## config.mk

```make
export PLATFORM = sky130hd
export DESIGN_NAME = draw_rect_char
export DESIGN_NICKNAME = d
export VERILOG_FILES = /design/src/rtl/draw_rect_char_pkg.sv /design/src/rtl/draw_rect_char_delay.sv /design/src/rtl/draw_rect_char.sv
export SDC_FILE = /design/constraint.sdc
export NUM_CORES = 1
export LEC_CHECK = 0
export ABC_AREA = 0
export CORE_AREA = 5 5 105 107
export DETAILED_ROUTE_END_ITERATION = 8
export DIE_AREA = 0 0 110 112
export GPL_TIMING_DRIVEN = 0
export PLACE_DENSITY = 0.68
export REMOVE_ABC_BUFFERS = 1
export SYNTH_ARGS = -nofsm -noshare
export SYNTH_HDL_FRONTEND = slang
export SYNTH_SLANG_ARGS = --single-unit
```

## constraint.sdc

```tcl
create_clock -name pclk -period 3 [get_ports pclk]
set_input_delay 0.6 -clock pclk [delete_from_list [all_inputs] [get_ports pclk]]
set_output_delay 0.6 -clock pclk [all_outputs]
set_load 0.01 [all_outputs]
```

## src/rtl/draw_rect_char_pkg.sv

```systemverilog
// Shared VGA widths, text-box geometry and the packed timing+colour bus
// used by the text-overlay stage.
package draw_rect_char_pkg;

  localparam int CNT_W  = 11;
  localparam int RGB_W  = 12;
  localparam int CHAR_W = 8;
  localparam int CHAR_H = 16;
  localparam int GRID_N = 16;
  localparam int BOX_W  = CHAR_W * GRID_N;
  localparam int BOX_H  = CHAR_H * GRID_N;

  typedef struct packed {
    logic [CNT_W-1:0] hcount;
    logic [CNT_W-1:0] vcount;
    logic             hsync;
    logic             vsync;
    logic             hblnk;
    logic             vblnk;
    logic [RGB_W-1:0] rgb;
  } vga_bus_t;

  localparam int VGA_BUS_W = $bits(vga_bus_t);

  // Half-open window test [lo, lo+size); one extra bit keeps lo+size from wrapping.
  function automatic logic in_span(input logic [CNT_W-1:0] pos,
                                   input logic [CNT_W-1:0] lo,
                                   input int unsigned      size);
    logic [CNT_W:0] hi;
    hi = {1'b0, lo} + (CNT_W+1)'(size);
    return (pos >= lo) && ({1'b0, pos} < hi);
  endfunction

endpackage

```

## src/rtl/draw_rect_char_delay.sv

```systemverilog
// Fixed-length register pipeline; carries the timing+colour bus alongside
// the ROM lookups so every output lines up with its glyph pixel.
module draw_rect_char_delay #(
  parameter int WIDTH   = 38,
  parameter int CLK_DEL = 2
) (
  input  logic             clk,
  input  logic             rst_n,
  input  logic [WIDTH-1:0] din,
  output logic [WIDTH-1:0] dout
);

  logic [WIDTH-1:0] chain [CLK_DEL+1];

  assign chain[0] = din;

  genvar gi;
  generate
    for (gi = 0; gi < CLK_DEL; gi++) begin : g_stage
      logic [WIDTH-1:0] q_reg;

      always_ff @(posedge clk or negedge rst_n) begin
        if (!rst_n) begin
          q_reg <= '0;
        end else begin
          q_reg <= chain[gi];
        end
      end

      assign chain[gi+1] = q_reg;
    end
  endgenerate

  assign dout = chain[CLK_DEL];

endmodule

```

## src/rtl/draw_rect_char.sv

```systemverilog
// Text-box overlay: addresses the character and font ROMs from the pixel
// counters and paints set glyph pixels over the incoming RGB stream, 3 cycles late.
module draw_rect_char
  import draw_rect_char_pkg::*;
#(
  parameter logic [CNT_W-1:0] XPOS         = 11'd100,
  parameter logic [CNT_W-1:0] YPOS         = 11'd50,
  parameter logic [RGB_W-1:0] LETTER_COLOR = 12'h0f0
) (
  input  logic             pclk,
  input  logic             rst_n,
  input  logic [CNT_W-1:0] hcount_in,
  input  logic [CNT_W-1:0] vcount_in,
  input  logic             hsync_in,
  input  logic             vsync_in,
  input  logic             hblnk_in,
  input  logic             vblnk_in,
  input  logic [RGB_W-1:0] rgb_in,
  output logic [7:0]       char_xy,
  input  logic [6:0]       char_code,
  output logic [10:0]      font_addr,
  input  logic [7:0]       font_pixels,
  output logic [CNT_W-1:0] hcount_out,
  output logic [CNT_W-1:0] vcount_out,
  output logic             hsync_out,
  output logic             vsync_out,
  output logic             hblnk_out,
  output logic             vblnk_out,
  output logic [RGB_W-1:0] rgb_out
);

  // Only the low bits of the offsets are ever used, and those do not depend on
  // the upper counter bits, so the subtraction is done at the narrow width.
  logic [6:0] rel_x;
  logic [7:0] rel_y;
  logic       in_rect;

  assign rel_x   = hcount_in[6:0] - XPOS[6:0];
  assign rel_y   = vcount_in[7:0] - YPOS[7:0];
  assign in_rect = in_span(hcount_in, XPOS, BOX_W) && in_span(vcount_in, YPOS, BOX_H);

  logic [7:0] char_xy_reg;
  logic [3:0] line1_reg;
  logic [2:0] col1_reg;
  logic       in1_reg;

  always_ff @(posedge pclk or negedge rst_n) begin
    if (!rst_n) begin
      char_xy_reg <= '0;
      line1_reg   <= '0;
      col1_reg    <= '0;
      in1_reg     <= 1'b0;
    end else begin
      char_xy_reg <= in_rect ? {rel_y[7:4], rel_x[6:3]} : 8'h00;
      line1_reg   <= rel_y[3:0];
      col1_reg    <= rel_x[2:0];
      in1_reg     <= in_rect;
    end
  end

  assign char_xy   = char_xy_reg;
  assign font_addr = {char_code, line1_reg};

  // Column and box flag wait one more cycle for the synchronous font ROM.
  logic [2:0] col2_reg;
  logic       in2_reg;

  always_ff @(posedge pclk or negedge rst_n) begin
    if (!rst_n) begin
      col2_reg <= '0;
      in2_reg  <= 1'b0;
    end else begin
      col2_reg <= col1_reg;
      in2_reg  <= in1_reg;
    end
  end

  vga_bus_t bus_in;
  vga_bus_t bus_d2;
  logic [VGA_BUS_W-1:0] bus_d2_raw;

  always_comb begin
    bus_in        = '0;
    bus_in.hcount = hcount_in;
    bus_in.vcount = vcount_in;
    bus_in.hsync  = hsync_in;
    bus_in.vsync  = vsync_in;
    bus_in.hblnk  = hblnk_in;
    bus_in.vblnk  = vblnk_in;
    bus_in.rgb    = rgb_in;
  end

  draw_rect_char_delay #(
    .WIDTH   (VGA_BUS_W),
    .CLK_DEL (2)
  ) u_delay (
    .clk   (pclk),
    .rst_n (rst_n),
    .din   (bus_in),
    .dout  (bus_d2_raw)
  );

  assign bus_d2 = vga_bus_t'(bus_d2_raw);

  // Bit 7 of a glyph row is its leftmost pixel.
  logic     glyph_bit;
  vga_bus_t out_next;
  vga_bus_t out_reg;

  assign glyph_bit = font_pixels[3'd7 - col2_reg];

  always_comb begin
    out_next = bus_d2;
    if (bus_d2.hblnk || bus_d2.vblnk) begin
      out_next.rgb = '0;
    end else if (in2_reg && glyph_bit) begin
      out_next.rgb = LETTER_COLOR;
    end
  end

  always_ff @(posedge pclk or negedge rst_n) begin
    if (!rst_n) begin
      out_reg <= '0;
    end else begin
      out_reg <= out_next;
    end
  end

  assign hcount_out = out_reg.hcount;
  assign vcount_out = out_reg.vcount;
  assign hsync_out  = out_reg.hsync;
  assign vsync_out  = out_reg.vsync;
  assign hblnk_out  = out_reg.hblnk;
  assign vblnk_out  = out_reg.vblnk;
  assign rgb_out    = out_reg.rgb;

endmodule

```

==> results of run 1 <==
## stage by stage
stage,instance area (sq um),instances
after floorplan,3800,204
after global placement,4940,437
after detailed placement,4970,438
after CTS,5650,471
after global routing,5650,471
final,5650,471
## layout by cell type (no fill, tap or decap), types with 2 or more instances in the layout
| cell | Yosys | final |
|---|---|---|
| dfrtp_1 | 129 | 129 |
| clkdlybuf4s50_1 | 0 | 96 |
| clkbuf_16 | 0 | 16 |
| inv_1 | 11 | 11 |
| nor3_2 | 9 | 9 |
| and3_1 | 8 | 8 |
| xor2_1 | 7 | 7 |
| bufinv_16 | 0 | 6 |
| nand2_1 | 5 | 5 |
| a21oi_1 | 5 | 5 |
| nor2_1 | 5 | 5 |
| ha_1 | 3 | 3 |
| clkbuf_8 | 0 | 3 |
| nand3_1 | 2 | 2 |
| mux2i_1 | 2 | 2 |
| clkinv_4 | 0 | 2 |
| inv_6 | 0 | 2 |
## power groups by stage
stage | Sequential, mW | Clock (mW) | Combinational (mW)
floorplan | 1.89 | 0 | 0.0455
global placement | 1.87 | 0 | 0.237
detailed placement | 1.88 | 0 | 0.244
CTS | 1.85 | 2.34 | 0.247
global route | 1.85 | 2.43 | 0.264
finish | 1.85 | 2.30 | 0.240
## cell families (layout without fill, tap and decap cells)
group / after synthesis / after routing
AO/OA/AOI/OAI: 13 / 13
adder cells (fa/ha/maj): 3 / 3
buffers and inverters: 20 / 142
AND/OR/NAND/NOR: 37 / 37
XOR/XNOR: 8 / 8
multiplexers: 3 / 3
flip-flops: 129 / 129
## layer usage
| metal | track usage | vias up | wire length (um) | part of all wire |
|---|---|---|---|---|
| met4 | 0.0524 | 0 | 82 | 0.012 |
| li1 | - | 912 | - | - |
| met1 | 0.151 | 1008 | 2770 | 0.40 |
| met2 | 0.199 | 77 | 3670 | 0.53 |
| met5 | 0 | - | 0 | 0 |
| met3 | 0.0481 | 7 | 436 | 0.063 |
## final cells by class
type,count,area share
sequential,129,0.571
timing repair buffer,99,0.179
multi-input combinational,64,0.0938
clock buffer,20,0.0788
clock inverter,12,0.0403
tap,136,0.0301
inverter,11,0.00730
## Yosys cell counts (all sizes together)
cell	count	area share
nand2	5	0.0049
buf	9	0.017
nor3	10	0.025
nand3	2	0.0026
xnor2	1	0.0023
nor2	5	0.0049
and3	8	0.013
or3b	1	0.0023
xor2	7	0.016
o211ai	1	0.0055
or2	1	0.0016
o2111ai	1	0.0023
mux4	1	0.0058
inv	11	0.011
nor3b	1	0.0019
and4bb	1	0.0032
a21oi	5	0.0065
o21ai	1	0.0013
mux2i	2	0.0052
dfrtp	129	0.84
ha	3	0.0097
or4	2	0.0049
nand2b	1	0.0016
a211oi	1	0.0052
a311o	1	0.0026
a31o	2	0.0045
o22ai	1	0.0052
## worst paths after layout
check | endpoint | slack [ns] | depth (start not counted)
min in group asynchronous | line1_reg[2]$_DFF_PN0_ | 0.57 | 2
worst min register to register | vcount_out[0]$_DFF_PN0_ | 0.34 | 0
worst max-delay path | in1_reg$_DFF_PN0_ | 0.95 | 5
max in group asynchronous | vcount_out[7]$_DFF_PN0_ | 1.70 | 3
worst max register to register | rgb_out[8]$_DFF_PN0_ | 1.00 | 3
worst min-delay path | vcount_out[0]$_DFF_PN0_ | 0.34 | 0
## repair_timing
action | in CTS | in global routing
endpoints found under the hold margin | 35 | 0
hold buffers | 1 | 0
endpoints found under the setup margin | 0 | 0
==> flow_metrics.py, run 1 <==
metrics = {
    "run": {
        "drv_cap": 0,
    },
    "power": {
        "p_sw_frac": 0.197,
        "finalPower_mw": 4.38,
        "p_leak_nw": 2.52,
        "power.switching_mw": 0.863,
        "ir_worst_vdd_uv": 315,
        "seqPwrFrac": 0.421,
        "p_comb_frac": 0.055,
        "power_density_nw_per_um2": 775,
        "clock_power_share": 0.524,
        "p_int_mw": 3.52,
    },
    "final_layout": {
        "fillers": 807,
        "multiInputGateArea_sq_um": 531,
        "register_area_sq_um": 3230,
        "n_antenna_cell": 0,
        "drive_gt1_frac": 0.152,
        "utilization": 0.563,
        "nNetsFinal": 380,
        "area_growth_pct": 46.3,
    },
    "synth": {
        "synth-simple-area-share": 0.0654,
        "syn_area_per_cell_sq_um": 18.1,
        "yosysSeqAreaShare": 0.835,
        "synthesis.area_sq_um": 3860,
        "synthXorXnorAreaFrac": 0.0181,
        "synth_fa_ha_area_frac": 0.00971,
        "ys_warn_count": 0,
        "synthCells": 213,
        "synthMuxAreaShare": 0.0110,
        "synth_seq_cells": 129,
        "synth_top_family_by_area": "simple AND/OR/NAND/NOR gates",
        "yosysUniqueCellTypes": 31,
        "synth_compound_gate_area_share": 0.0330,
    },
    "timing": {
        "slew_headroom": 0.445,
        "maxSlewViolCount": 0,
        "setup_viol": 0,
        "fmax_mhz": 488,
        "timing.final.crit_share": 0.683,
        "fin_ws_ns": 0.952,
        "clock_skew_ns": 0.00678,
        "min_period_ns": 2.05,
        "tightest_slew_ns": 0.831,
        "finalHoldViolations": 0,
        "fin_setup_tns_ns": 0,
        "whs_ns": 0.345,
        "rsz0062_at_grt": "false",
    },
    "clocking": {
        "cts_buffer_depth": 2,
        "cts_setup_buffers": 0,
        "clock_sinks": 129,
        "htreeDepth": 4,
        "clk_pin_slew_worst_paths_ns": 0.06,
        "cts_buffers": 17,
        "cts_tree": "done",
        "clkLatencyLatePin_ns": 0.50,
        "cts_resized": 0,
        "root_buffer": "clkbuf_8",
    },
    "detailed_routing": {
        "antenna_left": 0,
        "num_vias": 2004,
        "via_per_inst": 4.25,
        "wire_per_inst_um": 14.8,
        "drc_errors": 0,
        "firstDrtPassIters": 4,
        "drt_wl_total_mm": 6.95,
        "first_iter_violations": 62,
    },
    "setup_path": {
        "startpoint": "vcount_in[7]",
        "path_max_fanout": 9,
        "cp_slowest_stage_delay_ns": 0.58,
        "critPathLaunchType": "input port",
        "cp.required_ns": 3.36,
        "slowest_stage": "or4_1",
        "path_class": "in2reg",
        "critPathCaptureType": "flip-flop",
        "path_cells": "clkdlybuf4s50_1, or4_1, a31o_1, o22ai_4, nor2_1",
        "path_buf_inv": 1,
        "path_delay_family": "simple AND/OR/NAND/NOR gates",
        "crit_arrival_ns": 2.41,
        "r2r_start": "u_delay.dout[27]$_DFF_PN0_",
    },
    "placement": {
        "gp_congestion": 0.731,
        "port_buffers": 97,
        "dpl.hpwl_mm": 4.66,
        "place_ws_ns": 0.430,
    },
    "status": {
        "outcome": "finished, final reports clean",
    },
    "worst_hold_path": {
        "hold_path_class": "reg2reg",
        "min_from": "u_delay.dout[16]$_DFF_PN0_",
    },
    "global_routing": {
        "grt_pass1_vias": 2303,
        "grt_pass1_wl_mm": 11.6,
        "antenna_found_initial": 0,
        "grt_max_degree": 95,
        "track_usage": 0.125,
        "grt-ovfl-total": 0,
    },
    "floorplan": {
        "dieArea_sq_um": 12300,
        "core-area_sq_um": 10000,
        "std_cell_rows": 37,
        "io_pins": 112,
        "fp.dieW_um": 110,
        "start_util": 0.385,
        "fp.dieH_um": 112,
    },
}
No activity file was read; power rests on OpenSTA's default activity.
==> run 2, diff against run 1 <==
==> constraint.sdc (replaced) <==
create_clock -name pclk -period 2.1 [get_ports pclk]
set_input_delay 0.42 -clock pclk [delete_from_list [all_inputs] [get_ports pclk]]
set_output_delay 0.42 -clock pclk [all_outputs]
set_load 0.01 [all_outputs]
==> run 2 against run 1 <==
Critical path depth unchanged. Cell count unchanged. Clock skew about the same. First-iteration DRC count up 9.7%. Final area up 0.11%. Routed wire length unchanged.
==> flow_metrics.py, run 2 (same netlist as run 1, synthesis figures left out) <==
metrics = {
    "setup_path": {
        "path_class": "in2reg",
        "cp_slowest_stage_delay_ns": 0.58,
        "critPathLaunchType": "input port",
        "path_cells": "clkdlybuf4s50_1, or4_1, a31o_1, o22ai_4, nor2_1",
        "path_delay_family": "simple AND/OR/NAND/NOR gates",
        "reg2reg_depth": 3,
        "path_buf_inv": 1,
        "reg2reg_slack_ns": 0.37,
        "critPathCaptureType": "flip-flop",
        "cp.required_ns": 2.46,
        "slowest_stage": "or4_1",
        "path_max_fanout": 9,
        "crit_arrival_ns": 2.23,
        "cp_num_cells": 5,
    },
    "global_routing": {
        "grt_max_degree": 95,
        "track_usage": 0.125,
        "grt_pass1_vias": 2303,
        "grt_pass1_wl_mm": 11.6,
        "antenna_found_initial": 0,
        "grt-ovfl-total": 0,
    },
    "placement": {
        "dpl.hpwl_mm": 4.66,
        "dp_cells": 438,
        "gp_congestion": 0.731,
        "port_buffers": 97,
    },
    "detailed_routing": {
        "firstDrtPassIters": 4,
        "wire_per_inst_um": 14.8,
        "antenna_left": 0,
        "via_per_inst": 4.25,
        "drt_wl_total_mm": 6.95,
        "first_iter_violations": 68,
        "drc_errors": 0,
        "num_vias": 2003,
    },
    "final_layout": {
        "n_antenna_cell": 0,
        "layout.cells.most_common": "dfrtp_1",
        "final_cell_mix": "129 x dfrtp_1, 96 x clkdlybuf4s50_1, 16 x clkbuf_16",
        "nNetsFinal": 380,
        "utilization": 0.563,
        "area_growth_pct": 46.4,
        "final_cells": 471,
        "drive_gt1_frac": 0.155,
    },
    "floorplan": {
        "io_pins": 112,
        "std_cell_rows": 37,
        "core-area_sq_um": 10000,
        "fp.dieH_um": 112,
        "dieArea_sq_um": 12300,
        "start_util": 0.385,
        "fp.dieW_um": 110,
    },
    "timing": {
        "fmax_mhz": 535,
        "tightest_slew_ns": 0.505,
        "maxSlewViolCount": 0,
        "slew_headroom": 0.664,
        "timing.final.crit_share": 0.889,
        "whs_ns": 0.345,
        "setup_viol": 0,
        "finalHoldViolations": 0,
        "clock_skew_ns": 0.00680,
        "rsz0062_at_grt": "false",
        "min_period_ns": 1.87,
    },
    "power": {
        "ir_worst_vdd_uv": 450,
        "power_density_nw_per_um2": 1110,
        "p_leak_nw": 2.52,
    },
    "clocking": {
        "clk_pin_slew_worst_paths_ns": 0.06,
        "cts_buffer_depth": 2,
        "root_buffer": "clkbuf_8",
        "cts_buffers": 17,
        "clkLatencyLatePin_ns": 0.50,
        "clock_sinks": 129,
        "cts_tree": "done",
        "htreeDepth": 4,
    },
    "status": {
        "outcome": "finished, final reports clean",
    },
    "run": {
        "drv_cap": 0,
    },
    "worst_hold_path": {
        "hold_path_class": "reg2reg",
        "min_path_cells": 0,
    },
}
## run 2: timing repair
action                                  4_1_cts  5_1_grt
endpoints found under the setup margin        0       12
resized for setup                             0        1
endpoints found under the hold margin        35        0
buffers inserted                              0        0
hold buffers                                  1        0
## run 2: area by class of cell
type                            instances  area, sq um
Multi-Input combinational cell         64          537
Fill cell                             807         4390
Clock buffer                           20          445
Timing Repair Buffer                   99         1010
Tap cell                              136          170
Sequential cell                       129         3230
Clock inverter                         12          228
Inverter                               11         41.3
## run 2: power by group
group | internal (mW) | total [mW] | leakage (nW) | switching (mW)
logic | 0.185 | 0.344 | 0.645 | 0.159
clock network | 2.24 | 3.28 | 0.326 | 1.04
registers | 2.60 | 2.64 | 1.55 | 0.0331
## run 2: metal layers
layer	vias to the layer above	global-route usage	wire, um
met3	7	0.0481	436
met1	1007	0.151	2770
met5	-	0	0
li1	912	-	-
met4	0	0.0524	82
met2	77	0.199	3670
## run 2: per-stage QoR
| stage | total power, mW | worst slack [ns] | cell area, sq um | setup TNS [ns] |
|---|---|---|---|---|
| after floorplan | 2.76 | 0.439 | 3800 | 0 |
| after global placement | 3.01 | -4.06 | 4940 | -526.90 |
| after detailed placement | 3.03 | -0.290 | 4970 | -5.09 |
| after CTS | 6.34 | 0.0853 | 5650 | 0 |
| after global routing | 6.50 | 0.192 | 5660 | 0 |
| final | 6.26 | 0.232 | 5660 | 0 |
## run 2: path summary, 6_finish.rpt
kind / start / endpoint
max: vcount_in[7] / in1_reg$_DFF_PN0_
min reg2reg: u_delay.dout[16]$_DFF_PN0_ / vcount_out[0]$_DFF_PN0_
min in group asynchronous: rst_n / line1_reg[2]$_DFF_PN0_
max reg2reg: u_delay.dout[27]$_DFF_PN0_ / rgb_out[8]$_DFF_PN0_
max in group asynchronous: rst_n / vcount_out[7]$_DFF_PN0_
min: u_delay.dout[16]$_DFF_PN0_ / vcount_out[0]$_DFF_PN0_
==> run 3, diff against run 2 <==
--- a/config.mk
+++ b/config.mk
@@ -12,6 +12,7 @@
 export GPL_TIMING_DRIVEN = 0
 export PLACE_DENSITY = 0.68
 export REMOVE_ABC_BUFFERS = 1
+export SKIP_CTS_REPAIR_TIMING = 1
 export SYNTH_ARGS = -nofsm -noshare
 export SYNTH_HDL_FRONTEND = slang
 export SYNTH_SLANG_ARGS = --single-unit
==> results of run 3 <==
The final DEF is identical to that of run 2; final timing and power are the same.
Among the figures that moved: wire length of the first global-routing pass 11600 um -> 11500 um; via count of the first global-routing pass 2303 -> 2297; met1 usage 0.151 -> 0.150
